**config.mk**
```make
export PLATFORM = sky130hd
export DESIGN_NAME = led_scan_controller
export DESIGN_NICKNAME = d
export VERILOG_FILES = /design/src/rtl/led_scan_controller.sv
export SDC_FILE = /design/constraint.sdc
export NUM_CORES = 1
export LEC_CHECK = 0
export CAP_MARGIN = 20
export CORE_MARGIN = 2
export CORE_UTILIZATION = 56
export CTS_BUF_LIST = sky130_fd_sc_hd__clkbuf_4 sky130_fd_sc_hd__clkbuf_8 sky130_fd_sc_hd__clkbuf_16
export DETAILED_ROUTE_END_ITERATION = 16
export PLACE_DENSITY = 0.85
export SLEW_MARGIN = 20
export SYNTH_ARGS = -nofsm -noshare
export SYNTH_HDL_FRONTEND = slang
export SYNTH_SLANG_ARGS = --single-unit
```
**constraint.sdc**
```tcl
create_clock -name clk -period 3.16 [get_ports clk]
set_input_delay 0.79 -clock clk [delete_from_list [all_inputs] [get_ports clk]]
set_output_delay 0.79 -clock clk [all_outputs]
set_load 0.01 [all_outputs]
```
**src/rtl/led_scan_controller.sv**
```systemverilog
// Column scanner for the Conway LED array: steps x with a blanking gap per column
// and double-buffers the displayed grid so it only changes at frame boundaries.
module led_scan_controller #(
  parameter int N           = 5,
  parameter int COL_TICKS   = 1000,
  parameter int BLANK_TICKS = 16
) (
  input  logic                 clk,
  input  logic                 rst_n,
  input  logic                 run,
  input  logic [N*N-1:0]       cells_in,
  input  logic                 cells_valid,
  output logic                 cells_ready,
  output logic                 ena,
  output logic [$clog2(N):0]   x,
  output logic [N*N-1:0]       cells,
  output logic                 frame_done
);

  localparam int MAXT = (COL_TICKS > BLANK_TICKS) ? COL_TICKS : BLANK_TICKS;
  localparam int TW   = (MAXT > 1) ? $clog2(MAXT) : 1;
  localparam int XW   = $clog2(N) + 1;

  localparam logic [TW-1:0] COL_LAST   = TW'(COL_TICKS - 1);
  localparam logic [TW-1:0] BLANK_LAST = TW'(BLANK_TICKS - 1);
  localparam logic [XW-1:0] X_LAST     = XW'(N - 1);

  if (N < 1 || N > 8 || COL_TICKS < 1 || BLANK_TICKS < 1) begin : g_param_err
    $error("led_scan_controller: N must be 1..8, COL_TICKS and BLANK_TICKS >= 1");
  end

  typedef enum logic {BLANK, DRIVE} state_e;

  state_e          state_q;
  logic [TW-1:0]   tick_q;
  logic [XW-1:0]   x_q;
  logic [XW-1:0]   x_d;
  logic            ena_q;
  logic            frame_done_q;
  logic [N*N-1:0]  cells_q;
  logic [N*N-1:0]  pend_q;
  logic            pend_full_q;
  logic            ready_q;
  logic            xfer;
  logic            col_end;
  logic            wrap;

  assign xfer    = cells_valid && ready_q;
  assign col_end = run && (state_q == DRIVE) && (tick_q == COL_LAST);
  assign wrap    = col_end && (x_q == X_LAST);
  assign x_d     = (x_q == X_LAST) ? '0 : x_q + 1'b1;

  always_ff @(posedge clk or negedge rst_n) begin
    if (!rst_n) begin
      state_q      <= BLANK;
      tick_q       <= '0;
      x_q          <= '0;
      ena_q        <= 1'b0;
      frame_done_q <= 1'b0;
      cells_q      <= '0;
      pend_q       <= '0;
      pend_full_q  <= 1'b0;
      ready_q      <= 1'b1;
    end else begin
      frame_done_q <= 1'b0;

      // Parking restarts the current column from the top of BLANK.
      if (!run) begin
        state_q <= BLANK;
        ena_q   <= 1'b0;
        tick_q  <= '0;
      end else begin
        case (state_q)
          BLANK: begin
            if (tick_q == BLANK_LAST) begin
              state_q <= DRIVE;
              ena_q   <= 1'b1;
              tick_q  <= '0;
            end else begin
              tick_q <= tick_q + 1'b1;
            end
          end
          DRIVE: begin
            if (col_end) begin
              state_q      <= BLANK;
              ena_q        <= 1'b0;
              tick_q       <= '0;
              x_q          <= x_d;
              frame_done_q <= wrap;
            end else begin
              tick_q <= tick_q + 1'b1;
            end
          end
          default: begin
            state_q <= BLANK;
            ena_q   <= 1'b0;
            tick_q  <= '0;
          end
        endcase
      end

      // A grid arriving on an empty buffer exactly at the wrap bypasses pending.
      if (wrap && pend_full_q) begin
        cells_q     <= pend_q;
        pend_full_q <= 1'b0;
        ready_q     <= 1'b1;
      end else if (wrap && xfer) begin
        cells_q <= cells_in;
      end else if (xfer) begin
        pend_q      <= cells_in;
        pend_full_q <= 1'b1;
        ready_q     <= 1'b0;
      end
    end
  end

  assign cells_ready = ready_q;
  assign ena         = ena_q;
  assign x           = x_q;
  assign cells       = cells_q;
  assign frame_done  = frame_done_q;

endmodule

```
==> results.sh <==
export IMPL_ioPinCount=61
export IMPL_status="completed"
export IMPL_rsz0062_at_grt="false"
export IMPL_drtAntennaViolNets=0
export IMPL_vias_per_cell=5.44
export IMPL_vdd_drop_max_v=0.000375
export IMPL_num_antenna_cells=0
export IMPL_yosysWarnings=0
export IMPL_antenna_found_initial=0
export IMPL_synth_async_reset_ratio_pct=100
export IMPL_worst_slew_pin_slew_ns=0.770
export IMPL_setup_tns_ns=0
export IMPL_slew_viol_final=0
export IMPL_cellPowerDensity_mw_per_mm2=486
export IMPL_cts_sinks=69
export IMPL_gp_congestion=0.739
export IMPL_die_area_sq_mm=0.00630
export IMPL_relSlewSlack_pct=48.7
export IMPL_synth_flop_cell="dfrtp_1"
export IMPL_grt_max_degree=38
export IMPL_critPathRequiredTime_ns=3.38
export IMPL_cpMaxStageDelayCell="clkdlybuf4s50_1"
export IMPL_std_cell_rows=27
export IMPL_postSynthAreaPerCell_sq_um=14.1
export IMPL_final_common_cell="dfrtp_1"
export IMPL_hold_viol_final=0
export IMPL_cp_start_kind="input pin"
export IMPL_coreArea_sq_mm=0.00551
export IMPL_fmax_mhz=434
export IMPL_setup_viol=0
export IMPL_most_common_layout_cells="68 x dfrtp_1, 59 x clkdlybuf4s50_1, 56 x mux2_2, 20 x mux2_4, 15 x nor2_1"
export IMPL_overflow=0
export IMPL_route_final_wire_length_microns=6010
export IMPL_hp_class="reg2reg"
export IMPL_min_period_ns=2.30
export IMPL_period_share_pct=72.9
export IMPL_clk_insertion_delay_late_ns=0.34
export IMPL_die_h_microns=79.4
export IMPL_critPathMaxStageDelay_ns=0.53
export IMPL_cts_tree="built"
export IMPL_path_clk_slew_ns=0.07
export IMPL_nets=323
export IMPL_grt_pass1_vias=2109
export IMPL_drc_errors=0
export IMPL_cap_viol_max_count=0
export IMPL_via_count=2001
export IMPL_worstPathMaxFanout=25
export IMPL_drtIter0Drc=84
export IMPL_cts_max_level=3
export IMPL_clock_path_buffers=2
export IMPL_design_area_sq_mm=0.00414
export IMPL_grt_pass1_wl_microns=9990
export IMPL_synth_enable_flop_cells=0
export IMPL_numCtsBuffers=9
export IMPL_grt_usage_pct=21.0
export IMPL_synth_area_sq_mm=0.00318
export IMPL_p_leak_nw=2.00
export IMPL_skew_ns=0.0103
export IMPL_dpl_cell_area_sq_mm=0.00385
export IMPL_synth_cell_types=34
export IMPL_cts_resized=0
export IMPL_worst_endpoint_arrival_ns=2.53
export IMPL_syn_num_nets=258
export IMPL_seq_area_frac_synth_pct=54.3
export IMPL_drive_gt1_share_pct=34.8
export IMPL_path_class="in2reg"
export IMPL_wl_per_cell_microns=16.3
export IMPL_path_cells="clkdlybuf4s50_1, nand2_1, nor4_4, nand3_4, mux2_4"
export IMPL_cts_setup_buffers=0
export IMPL_portBuffers=60
export IMPL_syn_inst=226
export IMPL_initial_core_util_pct=57.8
export IMPL_endpoint_kind="register"
export IMPL_chipWidth_microns=79.4
export IMPL_dr_pass1_iters=4
export IMPL_area_growth_pct=30.0
export IMPL_cts_root_buffer_cell="clkbuf_8"
export IMPL_hpwl_microns=3810
export IMPL_cts_hold_buffers_added=0
export IMPL_ys_ff_latch=69
kinds of logic (layout without fill, tap and decap cells):
family          count (synthesis)  after routing  share of synthesized area (%)
mux                            76             76                           29.3
flops                          69             69                           54.3
simple gates                   43             43                           7.98
buf+inv                        15             85                           2.56
compound gates                 12             12                           2.52
xor+xnor                        8              8                           2.20
fa+ha+maj                       3              3                           1.18
through the flow:
| stage | hold WS [ns] | worst slack (ns) | power, mW | utilization [%] | instances |
|---|---|---|---|---|---|
| 6_report | 0.500 | 0.855 | 2.01 | 75.1 | 368 |
| 2_1_floorplan | 0.448 | 1.23 | 0.930 | - | 226 |
| 5_1_grt | 0.522 | 0.727 | 2.07 | 75.1 | 368 |
| 3_3_place_gp | 0.469 | 0.503 | 0.991 | 69.9 | 352 |
| 3_5_place_dp | 0.491 | 0.464 | 0.993 | 69.9 | 352 |
| 4_1_cts | 0.503 | 0.845 | 2.03 | 75.1 | 368 |
sequential cells by signal (all words and copies together), names as in the netlist:
signal / count
pend_full_q: 1
cells_ready: 1
tick_q: 10
x: 4
frame_done: 1
pend_q: 25
ena: 1
state_q: 1
cells: 25
area by class of cell:
class | count | area [sq um]
clock buffers | 10 | 131
clock inverters | 6 | 159
fillers | 368 | 1370
inverters | 5 | 18.8
multi-input cells | 142 | 1370
flip-flops and latches | 69 | 1730
well taps | 72 | 90.1
repair buffers | 64 | 638
per-layer routing:
metal  GRT usage, %  wire [microns]  vias up
met5              0               0        -
met4           10.0             116        0
met2           34.3            2910       54
met3           4.07             263       11
met1           26.9            2720     1009
li1               -               -      927
worst paths after layout:
path	end	slack (ns)	startpoint	depth (start not counted)
min	tick_q[0]	0.50	tick_q[0]	1
max	cells[21]	0.86	run	5
max reg2reg	cells[21]	0.93	x[0]	6
max in group asynchronous	cells_ready	1.91	rst_n	2
min reg2reg	tick_q[0]	0.50	tick_q[0]	1
min in group asynchronous	pend_q[9]	0.52	rst_n	1
synthesized netlist by cell type, types with 3 or more instances:
master     n  area (sq um)
buf_6      3          33.8
mux2_4    20           300
and3_1     4          25.0
xnor2_1    4          35.0
ha_1       3          37.5
xor2_1     4          35.0
mux2_2    56           631
o21ai_0    4          20.0
inv_1      5          18.8
dfrtp_1   68          1700
nor2_1    15          56.3
clkbuf_1   5          18.8
nand3_1    4          20.0
nand2_1    8          30.0
where the power goes:
group | total [mW] | switching, mW | leakage (nW) | internal (mW)
Clock | 1.03 | 0.340 | 0.144 | 0.695
Sequential | 0.889 | 0.00353 | 0.948 | 0.886
Combinational | 0.0860 | 0.0375 | 0.913 | 0.0485
Total | 2.01 | 0.381 | 2.00 | 1.63
critical path, delay by kind of cell:
family / cells / cell delay, ns
buf+inv: 1 / 0.53
simple gates: 3 / 0.74
mux: 1 / 0.45
Note: power is estimated with default switching activity, not from simulation.
